`config.mk`:
```
export PLATFORM = sky130hd
export DESIGN_NAME = id_ex_stage_flat
export DESIGN_NICKNAME = d
export VERILOG_FILES = /design/src/rtl/id_ex_stage_if.sv /design/src/rtl/id_ex_stage.sv /design/src/flat_wrapper.sv
export SDC_FILE = /design/constraint.sdc
export NUM_CORES = 1
export LEC_CHECK = 0
export BUFFER_PORTS_ARGS = -buffer_cell sky130_fd_sc_hd__clkbuf_2
export CORE_ASPECT_RATIO = 0.8
export CORE_MARGIN = 3
export CORE_UTILIZATION = 35
export DETAILED_ROUTE_END_ITERATION = 12
export PLACE_DENSITY = 0.77
export RECOVER_POWER = 50
export SLEW_MARGIN = 30
export SYNTH_ARGS = -nofsm -noshare
export SYNTH_HDL_FRONTEND = slang
export SYNTH_SLANG_ARGS = --single-unit
```
`constraint.sdc`:
```
create_clock -name clk -period 1.5 [get_ports clk]
set_input_delay 0.075 -clock clk [delete_from_list [all_inputs] [get_ports clk]]
set_output_delay 0.075 -clock clk [all_outputs]
set_load 0.01 [all_outputs]
```
`src/rtl/id_ex_stage_if.sv`:
```
// Decode-to-execute bus: decode slot, pipeline control, writeback forwarding
// buses and the registered execute-stage outputs.
interface id_ex_stage_if #(
  parameter int WIDTH   = 32,
  parameter int OPWIDTH = 6,
  parameter int RADDR   = 5
);
  logic               id_valid;
  logic [OPWIDTH-1:0] id_op;
  logic [RADDR-1:0]   id_rs1;
  logic [RADDR-1:0]   id_rs2;
  logic [RADDR-1:0]   id_rd;
  logic               id_we;
  logic [WIDTH-1:0]   id_rs1_val;
  logic [WIDTH-1:0]   id_rs2_val;
  logic [WIDTH-1:0]   id_imm;
  logic               id_use_imm;

  logic               stall;
  logic               flush;
  logic               ex_hold;

  logic               exm_we;
  logic [RADDR-1:0]   exm_rd;
  logic [WIDTH-1:0]   exm_val;
  logic               mwb_we;
  logic [RADDR-1:0]   mwb_rd;
  logic [WIDTH-1:0]   mwb_val;

  logic               ex_valid;
  logic [OPWIDTH-1:0] ex_op;
  logic [WIDTH-1:0]   ex_in1;
  logic [WIDTH-1:0]   ex_in2;
  logic [RADDR-1:0]   ex_rd;
  logic               ex_we;

  modport master (
    output id_valid, id_op, id_rs1, id_rs2, id_rd, id_we,
           id_rs1_val, id_rs2_val, id_imm, id_use_imm,
           stall, flush, ex_hold,
           exm_we, exm_rd, exm_val, mwb_we, mwb_rd, mwb_val,
    input  ex_valid, ex_op, ex_in1, ex_in2, ex_rd, ex_we
  );

  modport slave (
    input  id_valid, id_op, id_rs1, id_rs2, id_rd, id_we,
           id_rs1_val, id_rs2_val, id_imm, id_use_imm,
           stall, flush, ex_hold,
           exm_we, exm_rd, exm_val, mwb_we, mwb_rd, mwb_val,
    output ex_valid, ex_op, ex_in1, ex_in2, ex_rd, ex_we
  );
endinterface

```
`src/rtl/id_ex_stage.sv`:
```
// ID/EX pipeline register with EX/MEM and MEM/WB operand forwarding.
// Optional bubble counter output enabled by defining ID_EX_BUBBLE_CNT_EN.
module id_ex_stage #(
  parameter int WIDTH   = 32,
  parameter int OPWIDTH = 6,
  parameter int RADDR   = 5
) (
  input  logic         clk,
  input  logic         reset,
`ifdef ID_EX_BUBBLE_CNT_EN
  output logic [31:0]  bubble_cnt,
`endif
  id_ex_stage_if.slave bus
);

  logic               r_valid;
  logic               r_we;
  logic [OPWIDTH-1:0] r_op;
  logic [WIDTH-1:0]   r_in1;
  logic [WIDTH-1:0]   r_in2;
  logic [RADDR-1:0]   r_rd;

  logic [WIDTH-1:0]   w_fwd_a;
  logic [WIDTH-1:0]   w_fwd_b;
  logic [WIDTH-1:0]   w_in2;
  logic               w_bubble;

  // EX/MEM is younger than MEM/WB, so it wins; x0 is hardwired and never forwarded.
  // NOTE: every always_comb output gets a default first so no latch is inferred.
  always_comb begin
    w_fwd_a = bus.id_rs1_val;
    if (bus.exm_we && bus.exm_rd == bus.id_rs1 && bus.id_rs1 != '0)
      w_fwd_a = bus.exm_val;
    else if (bus.mwb_we && bus.mwb_rd == bus.id_rs1 && bus.id_rs1 != '0)
      w_fwd_a = bus.mwb_val;
  end

  always_comb begin
    w_fwd_b = bus.id_rs2_val;
    if (bus.exm_we && bus.exm_rd == bus.id_rs2 && bus.id_rs2 != '0)
      w_fwd_b = bus.exm_val;
    else if (bus.mwb_we && bus.mwb_rd == bus.id_rs2 && bus.id_rs2 != '0)
      w_fwd_b = bus.mwb_val;
  end

  assign w_in2    = bus.id_use_imm ? bus.id_imm : w_fwd_b;
  assign w_bubble = bus.flush || (!bus.ex_hold && bus.stall);

  // Bubbles clear only valid/we; stale data fields are harmless without a write.
  // NOTE: sequential state uses non-blocking assignments so all flops update together.
  always_ff @(posedge clk) begin
    if (reset) begin
      r_valid <= 1'b0;
      r_we    <= 1'b0;
      r_op    <= '0;
      r_in1   <= '0;
      r_in2   <= '0;
      r_rd    <= '0;
    end else if (w_bubble) begin
      r_valid <= 1'b0;
      r_we    <= 1'b0;
    end else if (!bus.ex_hold) begin
      r_valid <= bus.id_valid;
      r_we    <= bus.id_we & bus.id_valid;
      r_op    <= bus.id_op;
      r_in1   <= w_fwd_a;
      r_in2   <= w_in2;
      r_rd    <= bus.id_rd;
    end
  end

  assign bus.ex_valid = r_valid;
  assign bus.ex_we    = r_we;
  assign bus.ex_op    = r_op;
  assign bus.ex_in1   = r_in1;
  assign bus.ex_in2   = r_in2;
  assign bus.ex_rd    = r_rd;

`ifdef ID_EX_BUBBLE_CNT_EN
  logic [31:0] r_bubble_cnt;

  always_ff @(posedge clk) begin
    if (reset)
      r_bubble_cnt <= '0;
    else if (w_bubble && r_bubble_cnt != 32'hFFFF_FFFF)
      r_bubble_cnt <= r_bubble_cnt + 32'd1;
  end

  assign bubble_cnt = r_bubble_cnt;
`endif

endmodule
```
`src/flat_wrapper.sv`:
```
// flat-port wrapper written by rule: the top's interface ports become plain ports
module id_ex_stage_flat 
#(
  parameter int WIDTH   = 32,
  parameter int OPWIDTH = 6,
  parameter int RADDR   = 5
)
  (clk, reset, bus_id_valid, bus_id_op, bus_id_rs1, bus_id_rs2, bus_id_rd, bus_id_we, bus_id_rs1_val, bus_id_rs2_val, bus_id_imm, bus_id_use_imm, bus_stall, bus_flush, bus_ex_hold, bus_exm_we, bus_exm_rd, bus_exm_val, bus_mwb_we, bus_mwb_rd, bus_mwb_val, bus_ex_valid, bus_ex_op, bus_ex_in1, bus_ex_in2, bus_ex_rd, bus_ex_we);
  id_ex_stage_if #(.WIDTH(WIDTH), .OPWIDTH(OPWIDTH), .RADDR(RADDR)) bus_i ();
  input  logic clk;
  input  logic reset;
  input wire logic [$bits(bus_i.id_valid)-1:0] bus_id_valid;
  input wire logic [$bits(bus_i.id_op)-1:0] bus_id_op;
  input wire logic [$bits(bus_i.id_rs1)-1:0] bus_id_rs1;
  input wire logic [$bits(bus_i.id_rs2)-1:0] bus_id_rs2;
  input wire logic [$bits(bus_i.id_rd)-1:0] bus_id_rd;
  input wire logic [$bits(bus_i.id_we)-1:0] bus_id_we;
  input wire logic [$bits(bus_i.id_rs1_val)-1:0] bus_id_rs1_val;
  input wire logic [$bits(bus_i.id_rs2_val)-1:0] bus_id_rs2_val;
  input wire logic [$bits(bus_i.id_imm)-1:0] bus_id_imm;
  input wire logic [$bits(bus_i.id_use_imm)-1:0] bus_id_use_imm;
  input wire logic [$bits(bus_i.stall)-1:0] bus_stall;
  input wire logic [$bits(bus_i.flush)-1:0] bus_flush;
  input wire logic [$bits(bus_i.ex_hold)-1:0] bus_ex_hold;
  input wire logic [$bits(bus_i.exm_we)-1:0] bus_exm_we;
  input wire logic [$bits(bus_i.exm_rd)-1:0] bus_exm_rd;
  input wire logic [$bits(bus_i.exm_val)-1:0] bus_exm_val;
  input wire logic [$bits(bus_i.mwb_we)-1:0] bus_mwb_we;
  input wire logic [$bits(bus_i.mwb_rd)-1:0] bus_mwb_rd;
  input wire logic [$bits(bus_i.mwb_val)-1:0] bus_mwb_val;
  output wire logic [$bits(bus_i.ex_valid)-1:0] bus_ex_valid;
  output wire logic [$bits(bus_i.ex_op)-1:0] bus_ex_op;
  output wire logic [$bits(bus_i.ex_in1)-1:0] bus_ex_in1;
  output wire logic [$bits(bus_i.ex_in2)-1:0] bus_ex_in2;
  output wire logic [$bits(bus_i.ex_rd)-1:0] bus_ex_rd;
  output wire logic [$bits(bus_i.ex_we)-1:0] bus_ex_we;
  assign bus_i.id_valid = bus_id_valid;
  assign bus_i.id_op = bus_id_op;
  assign bus_i.id_rs1 = bus_id_rs1;
  assign bus_i.id_rs2 = bus_id_rs2;
  assign bus_i.id_rd = bus_id_rd;
  assign bus_i.id_we = bus_id_we;
  assign bus_i.id_rs1_val = bus_id_rs1_val;
  assign bus_i.id_rs2_val = bus_id_rs2_val;
  assign bus_i.id_imm = bus_id_imm;
  assign bus_i.id_use_imm = bus_id_use_imm;
  assign bus_i.stall = bus_stall;
  assign bus_i.flush = bus_flush;
  assign bus_i.ex_hold = bus_ex_hold;
  assign bus_i.exm_we = bus_exm_we;
  assign bus_i.exm_rd = bus_exm_rd;
  assign bus_i.exm_val = bus_exm_val;
  assign bus_i.mwb_we = bus_mwb_we;
  assign bus_i.mwb_rd = bus_mwb_rd;
  assign bus_i.mwb_val = bus_mwb_val;
  assign bus_ex_valid = bus_i.ex_valid;
  assign bus_ex_op = bus_i.ex_op;
  assign bus_ex_in1 = bus_i.ex_in1;
  assign bus_ex_in2 = bus_i.ex_in2;
  assign bus_ex_rd = bus_i.ex_rd;
  assign bus_ex_we = bus_i.ex_we;
  id_ex_stage #(.WIDTH(WIDTH), .OPWIDTH(OPWIDTH), .RADDR(RADDR)) u_core (.clk(clk), .reset(reset), .bus(bus_i));
endmodule
```
==> reports/qor.csv, run 1 <==
stage,metric,value,unit
outcome,outcome,completed,
timing,clock_skew,0,ns
global_routing,grt_pass1_wl,32.18,mm
detailed_routing,first_iter_violations,550,
setup_path,path_class,in2reg,
finish,ff_latch_area,1541,µm²
clocking,cts_tree,done,
hold_path,hold_class,in2reg,
timing,tns,0,ns
timing,max_freq,701.3,MHz
pwr,leakagePower,2.823,nW
finish,final_nets,1032,
placed_design,portBuffers,277,
timing,tightest_slew,0.6281,ns
global_routing,grt_pass1_vias,5610,
timing,hold_viol,0,
pwr,seq_power_share,0.394,
clocking,clockBufferDepth,2,
detailed_routing,firstDrtPassIters,5,
synthesis,synth.top_cells.by_area,"dfxtp_1 (32%), a221oi_2 (19%), o221ai_1 (5.7%)",
placed_design,place.gp.congestion,0.9390,
clocking,htreeDepth,3,
synthesis,avgSynthCellArea,9.019,µm²
global_routing,overflow,0,
floorplanning,die_h,111.7,µm
synthesis,async_flop_share,0,
timing,rsz0062_at_grt,no,
run,maxCapViolCount,0,
pwr,p_int,3.925,mW
synthesis,syn-cell-area,4888,µm²
finish,final_layout_size_suffix_gt1_frac,0.4246,
synthesis,synth.area.mux_share,0,
pwr,p_comb_frac,0.228,
detailed_routing,vias,5808,
synthesis,ys.flop_type,dfxtp_1,
synthesis,synth-compound-area-share,0.4090,
floorplanning,rows,37,
timing,slew_headroom,0.5808,
finish,mostFrequentLayoutCells,"clkbuf_2 (212), dfxtp_1 (77), clkbuf_1 (67), a221oi_2 (62), nand2_1 (56)",
timing,slew_violations,0,
hold_path,hp-start,bus_id_rs1_val[11],
detailed_routing,drt-total-wl,21.38,mm
pwr,p_clk_frac,0.378,
synthesis,synth_adder_area_share,0,
global_routing,antenna_found_initial,0,
setup_path,cp_max_fo,10,
synthesis,synth_top_family_by_area,compound AO/OA/AOI/OAI gates,
floorplanning,dieWidth,138.1,µm
pwr,switching_share,0.2962,
clocking,clk_pin_slew,0.06,ns
synthesis,ys_seq_elements,77,
placed_design,dp.final_hpwl,16.29,mm
finish,area_growth,44.15,%
floorplanning,core,13240,µm²
detailed_routing,via_per_inst,5.745,
synthesis,synth_largest_area_cell,dfxtp_1,
synthesis,netlist.area_leader.share,0.3153,
synthesis,synth_xor_area_frac,0.03583,
placed_design,post-place-cells,981,
detailed_routing,wl_per_cell,21.15,µm
setup_path,end_kind,flip-flop,
finish,multi_input_area,3019,µm²
setup_path,crit_required,1.70,ns
synthesis,synth.distinct_cells,33,
detailed_routing,drc_errors,0,
clocking,numCtsBuffers,9,
global_routing,gr-usage-all-layers,0.2610,
clocking,clkLatencyLatePin,0.33,ns
finish,diodes,0,
synthesis,syn_nets,743,
setup_path,critical_path_arrival,1.63,ns
pwr,power_density,791.4,nW/µm²
pwr,switching_power,1.652,mW
finish,fin_cells,1011,
synthesis,synth-simple-area-share,0.1574,
synthesis,yosysWarnings,0,
detailed_routing,ant_nets,0,
setup_path,reg2reg_from,u_core.bus.ex_in2[22],
clocking,root_buffer,clkbuf_16,
global_routing,grt_max_degree,33,
synthesis,synth_cells,542,
synthesis,synth_edf_count,0,
timing,period_share,0.9506,
timing,finalSetupViolCount,0,
setup_path,start_kind,input pin,
floorplanning,start_util,0.3692,
setup_path,crit_start,bus_id_rs2[3],
finish,nFillCells,1282,
clocking,clock_sink_count,77,
floorplanning,die-area,15430,µm²
finish,final_common_cell,clkbuf_2,
synthesis,yosysSeqAreaShare,0.3153,
timing,min_period,1.426,ns
floorplanning,ios,278,
pwr,peakVddDrop,0.5316,mV
==> worst max-delay path: stages <==
cell	delay (ns)
clkbuf_2	0.12
or4_4	0.56
o211ai_4	0.22
nor2_4	0.11
buf_12	0.16
a221oi_2	0.24
o22ai_1	0.13
==> kinds of logic (layout without fill, tap and decap cells) <==
family,Yosys count,in the layout
AOI/OAI and AO/OA,239,239
xor gates and xnor gates,20,20
DFF,77,77
buffers and inverters,61,355
and+or+nand+nor,145,145
==> Yosys cell counts (5+ instances only) <==
library cell  number
dfxtp_1           77
a221oi_2          62
nand2_1           56
a21oi_1           45
and3_1            32
o21ai_0           32
o21ai_1           32
o221ai_1          32
o22ai_1           32
and2_1            31
clkbuf_1          29
xnor2_1           20
buf_2             13
buf_6              8
nor3_1             5
==> cell type report <==
cell class / count / area share
Clock buffer: 10 / 0.03391
Clock inverter: 6 / 0.006570
Sequential cell: 77 / 0.2188
Inverter: 1 / 0.0005327
Timing Repair Buffer: 338 / 0.2807
Multi-Input combinational cell: 404 / 0.4284
Tap cell: 175 / 0.03107
==> registers in the layout (all words and copies together) (netlist names) <==
register	flops
u_core.bus.ex_in1	32
u_core.bus.ex_in2	32
u_core.bus.ex_op	6
u_core.bus.ex_rd	5
u_core.bus.ex_valid	1
u_core.bus.ex_we	1
==> through the flow <==
stage,total power [mW],setup slack [ns],instance area [µm²],util,hold WS [ns]
after floorplan,2.833,0.01798,4888,-,0.1543
after global placement,3.458,-0.3005,6651,0.5024,0.2979
after detailed placement,3.471,-0.3617,6651,0.5024,0.3035
after CTS,5.604,0.01164,7103,0.5365,0.01051
after global routing,5.801,0.01473,7047,0.5322,0.01614
final,5.577,0.07409,7047,0.5322,0.02609
==> path summary, 6_finish.rpt <==
check	to	slack (ns)	cells past startpoint
worst max-delay path	u_core.bus.ex_in2[22]	0.07	7
worst min-delay path	u_core.bus.ex_in1[11]	0.03	3
worst max register to register	u_core.bus.ex_in2[22]	0.73	2
worst min register to register	u_core.bus.ex_in1[23]	0.45	2
==> layer usage <==
metal / wire length, µm / global-route usage / vias to the layer above / part of all wire
li1: - / - / 2700 / -
met1: 8886 / 0.3309 / 2713 / 0.42
met2: 10200 / 0.4451 / 355 / 0.48
met3: 1834 / 0.06269 / 40 / 0.086
met4: 463 / 0.07176 / 0 / 0.022
met5: 0 / 0 / - / 0
==> timing repair <==
action,4_1_cts,5_1_grt
endpoints found under the hold margin,12,0
hold buffers,13,0
setup endpoints to repair,1,45
pin swaps,0,1
gates resized for setup,1,8
buffers inserted,0,0
gates cloned,1,0
==> power by group through the flow <==
| stage | clock, mW | sequential [mW] | combinational (mW) |
|---|---|---|---|
| 2_1_floorplan | 0 | 2.27 | 0.564 |
| 3_3_place_gp | 0 | 2.24 | 1.22 |
| 3_5_place_dp | 0 | 2.24 | 1.23 |
| 4_1_cts | 2.14 | 2.19 | 1.27 |
| 5_1_grt | 2.23 | 2.20 | 1.37 |
| 6_report | 2.11 | 2.20 | 1.27 |
(Power assumes the default switching activity.)
==> run 2, diff against run 1 <==
--- a/config.mk
+++ b/config.mk
@@ -13,4 +13,5 @@
 export PLACE_DENSITY = 0.77
 export RECOVER_POWER = 50
+export SETUP_SLACK_MARGIN = 0.5
 export SLEW_MARGIN = 30
 export SYNTH_ARGS = -nofsm -noshare
==> constraint.sdc (replaced) <==
create_clock -name clk -period 1.5 [get_ports clk]
set_input_delay 0.075 -clock clk [delete_from_list [all_inputs] [get_ports clk]]
set_output_delay 0.075 -clock clk [all_outputs]
set_load 0.1 [all_outputs]
==> reports/qor.csv, run 2 (same netlist as run 1, synthesis figures left out) <==
stage,metric,value,unit
timing,setup_ws,-0.01462,ns
timing,slew_violations,0,
finish,final_area,8484,µm²
finish,final_layout_size_suffix_gt1_frac,0.6477,
floorplanning,die-area,15430,µm²
outcome,outcome,"finished, violations left",
clocking,clock_sink_count,77,
detailed_routing,drc_errors,0,
placed_design,place.gp.congestion,0.9085,
run,maxCapViolCount,0,
timing,tns,-0.05179,ns
setup_path,end_kind,flip-flop,
global_routing,antenna_found_initial,1,
clocking,htreeDepth,3,
floorplanning,die_h,111.7,µm
placed_design,dp.final_hpwl,15.42,mm
clocking,clockBufferDepth,2,
timing,slew_headroom,0.3915,
finish,area_growth,73.56,%
pwr,switching_power,2.404,mW
pwr,p_comb_frac,0.318,
floorplanning,ios,278,
global_routing,grt_pass1_wl,36.67,mm
global_routing,overflow,0,
finish,final_common_cell,clkbuf_2,
clocking,numCtsBuffers,9,
timing,finalSetupViolCount,7,
setup_path,cpLargestDelayFamily,simple AND/OR/NAND/NOR gates,
placed_design,portBuffers,277,
floorplanning,rows,37,
outcome,violations,setup timing,
pwr,leakagePower,3.499,nW
clocking,clk_pin_slew,0.06,ns
placed_design,post_dp_cell_area,6745,µm²
setup_path,max_stage_delay,0.45,ns
floorplanning,core,13240,µm²
pwr,p_int,4.588,mW
setup_path,critical_path_arrival,1.71,ns
placed_design,dp_worst_setup_slack,-0.3030,ns
detailed_routing,via_per_inst,6.135,
global_routing,gr-usage-all-layers,0.2977,
clocking,cts_tree,done,
global_routing,grt_pass1_vias,6606,
setup_path,crit_required,1.70,ns
timing,min_period,1.515,ns
setup_path,slowest_stage,or3_4,
detailed_routing,drt-total-wl,27.03,mm
timing,hold_viol,0,
timing,whs,0.02095,ns
finish,final_nets,1059,
setup_path,r2r_setup_slack,0.57,ns
clocking,root_buffer,clkbuf_16,
timing,tightest_slew,0.9107,ns
detailed_routing,vias,6374,
detailed_routing,first_iter_violations,557,
setup_path,cp_max_fo,9,
timing,clock_skew,0,ns
floorplanning,start_util,0.3692,
detailed_routing,firstDrtPassIters,5,
pwr,power_density,824.1,nW/µm²
detailed_routing,wl_per_cell,26.01,µm
timing,max_freq,660.2,MHz
setup_path,worstPathCellList,clkbuf_2 > buf_4 > xnor2_2 > nand3_1 > or3_4 > buf_8 > a221oi_2 > o22ai_1,
pwr,p_clk_frac,0.365,
finish,ff_latch_area,1670,µm²
floorplanning,dieWidth,138.1,µm
pwr,seq_power_share,0.317,
detailed_routing,ant_nets,0,
pwr,switching_share,0.3439,
finish,nFillCells,956,
finish,multi_input_area,3472,µm²
setup_path,start_kind,input pin,
pwr,peakVddDrop,0.6077,mV
finish,mostFrequentLayoutCells,"clkbuf_2 (256), dfxtp_2 (64), nand2_1 (56), a221oi_2 (47), a21oi_1 (45)",
setup_path,path_buf_inv,3,
hold_path,hold_class,in2reg,
global_routing,grt_max_degree,43,
setup_path,path_class,in2reg,
clocking,clkLatencyLatePin,0.33,ns
timing,rsz0062_at_grt,yes,
timing,period_share,1.010,
==> run 2: cell types whose count changed in the layout (fill, tap and decap cells not counted), sizes merged <==
cell / before / now
buf: 46 / 72
bufinv: 0 / 3
clkbuf: 289 / 290
clkinv: 3 / 2
clkinvlp: 2 / 1
diode: 0 / 1
dlygate4sd3: 13 / 12
inv: 2 / 1
or3: 5 / 6
==> run 2: final timing paths <==
| path | startpoint | endpoint | cells after the start |
|---|---|---|---|
| worst max register to register | u_core.bus.ex_in2[22] | u_core.bus.ex_in2[22] | 3 |
| worst min-delay path | bus_id_rs1_val[16] | u_core.bus.ex_in1[16] | 3 |
| worst min register to register | u_core.bus.ex_in1[31] | u_core.bus.ex_in1[31] | 2 |
| worst max-delay path | bus_mwb_rd[3] | u_core.bus.ex_in2[6] | 8 |
==> run 2: metal layers <==
layer  global-route usage  routed length (µm)
met1               0.3362                9835
met2               0.5289               13360
met5                    0                   0
met3              0.07085                2529
met4               0.1442                1300
==> run 2: repair_timing <==
action | in CTS | in global routing
cloned | 1 | 11
pin swaps | 7 | 54
hold buffers | 12 | 0
resized for setup | 295 | 122
buffers inserted | 4 | 10
endpoints found under the hold margin | 13 | 0
setup endpoints to repair | 141 | 99
==> run 2: metrics by stage <==
| step | util | std cells | power [mW] |
|---|---|---|---|
| after floorplan | - | 542 | 3.444 |
| final | 0.6408 | 1039 | 6.992 |
| after CTS | 0.6677 | 1017 | 7.028 |
| after detailed placement | 0.5095 | 984 | 4.070 |
| after global routing | 0.6408 | 1039 | 7.187 |
| after global placement | 0.5095 | 984 | 4.052 |
==> run 2: cell type report <==
| class | instances | share of cell area |
|---|---|---|
| clock buffers | 10 | 0.02699 |
| clock inverters | 6 | 0.01312 |
| multi-input cells | 405 | 0.4092 |
| flip-flops and latches | 77 | 0.1969 |
| repair buffers | 364 | 0.3272 |
| diodes | 1 | 0.0002949 |
| well taps | 175 | 0.02581 |
| inverters | 1 | 0.0004424 |
==> run 2: tightest hold or removal path, cell delays in order <==
cell and delay (ns):
clkbuf_2 0.09, a221oi_2 0.05, o21ai_1 0.10
==> run 2: power groups by stage <==
stage	Combinational [mW]	Clock, mW	Sequential [mW]
floorplan	0.583	0	2.86
global placement	1.81	0	2.24
detailed placement	1.83	0	2.24
CTS	2.20	2.59	2.24
global route	2.30	2.66	2.22
finish	2.22	2.55	2.22
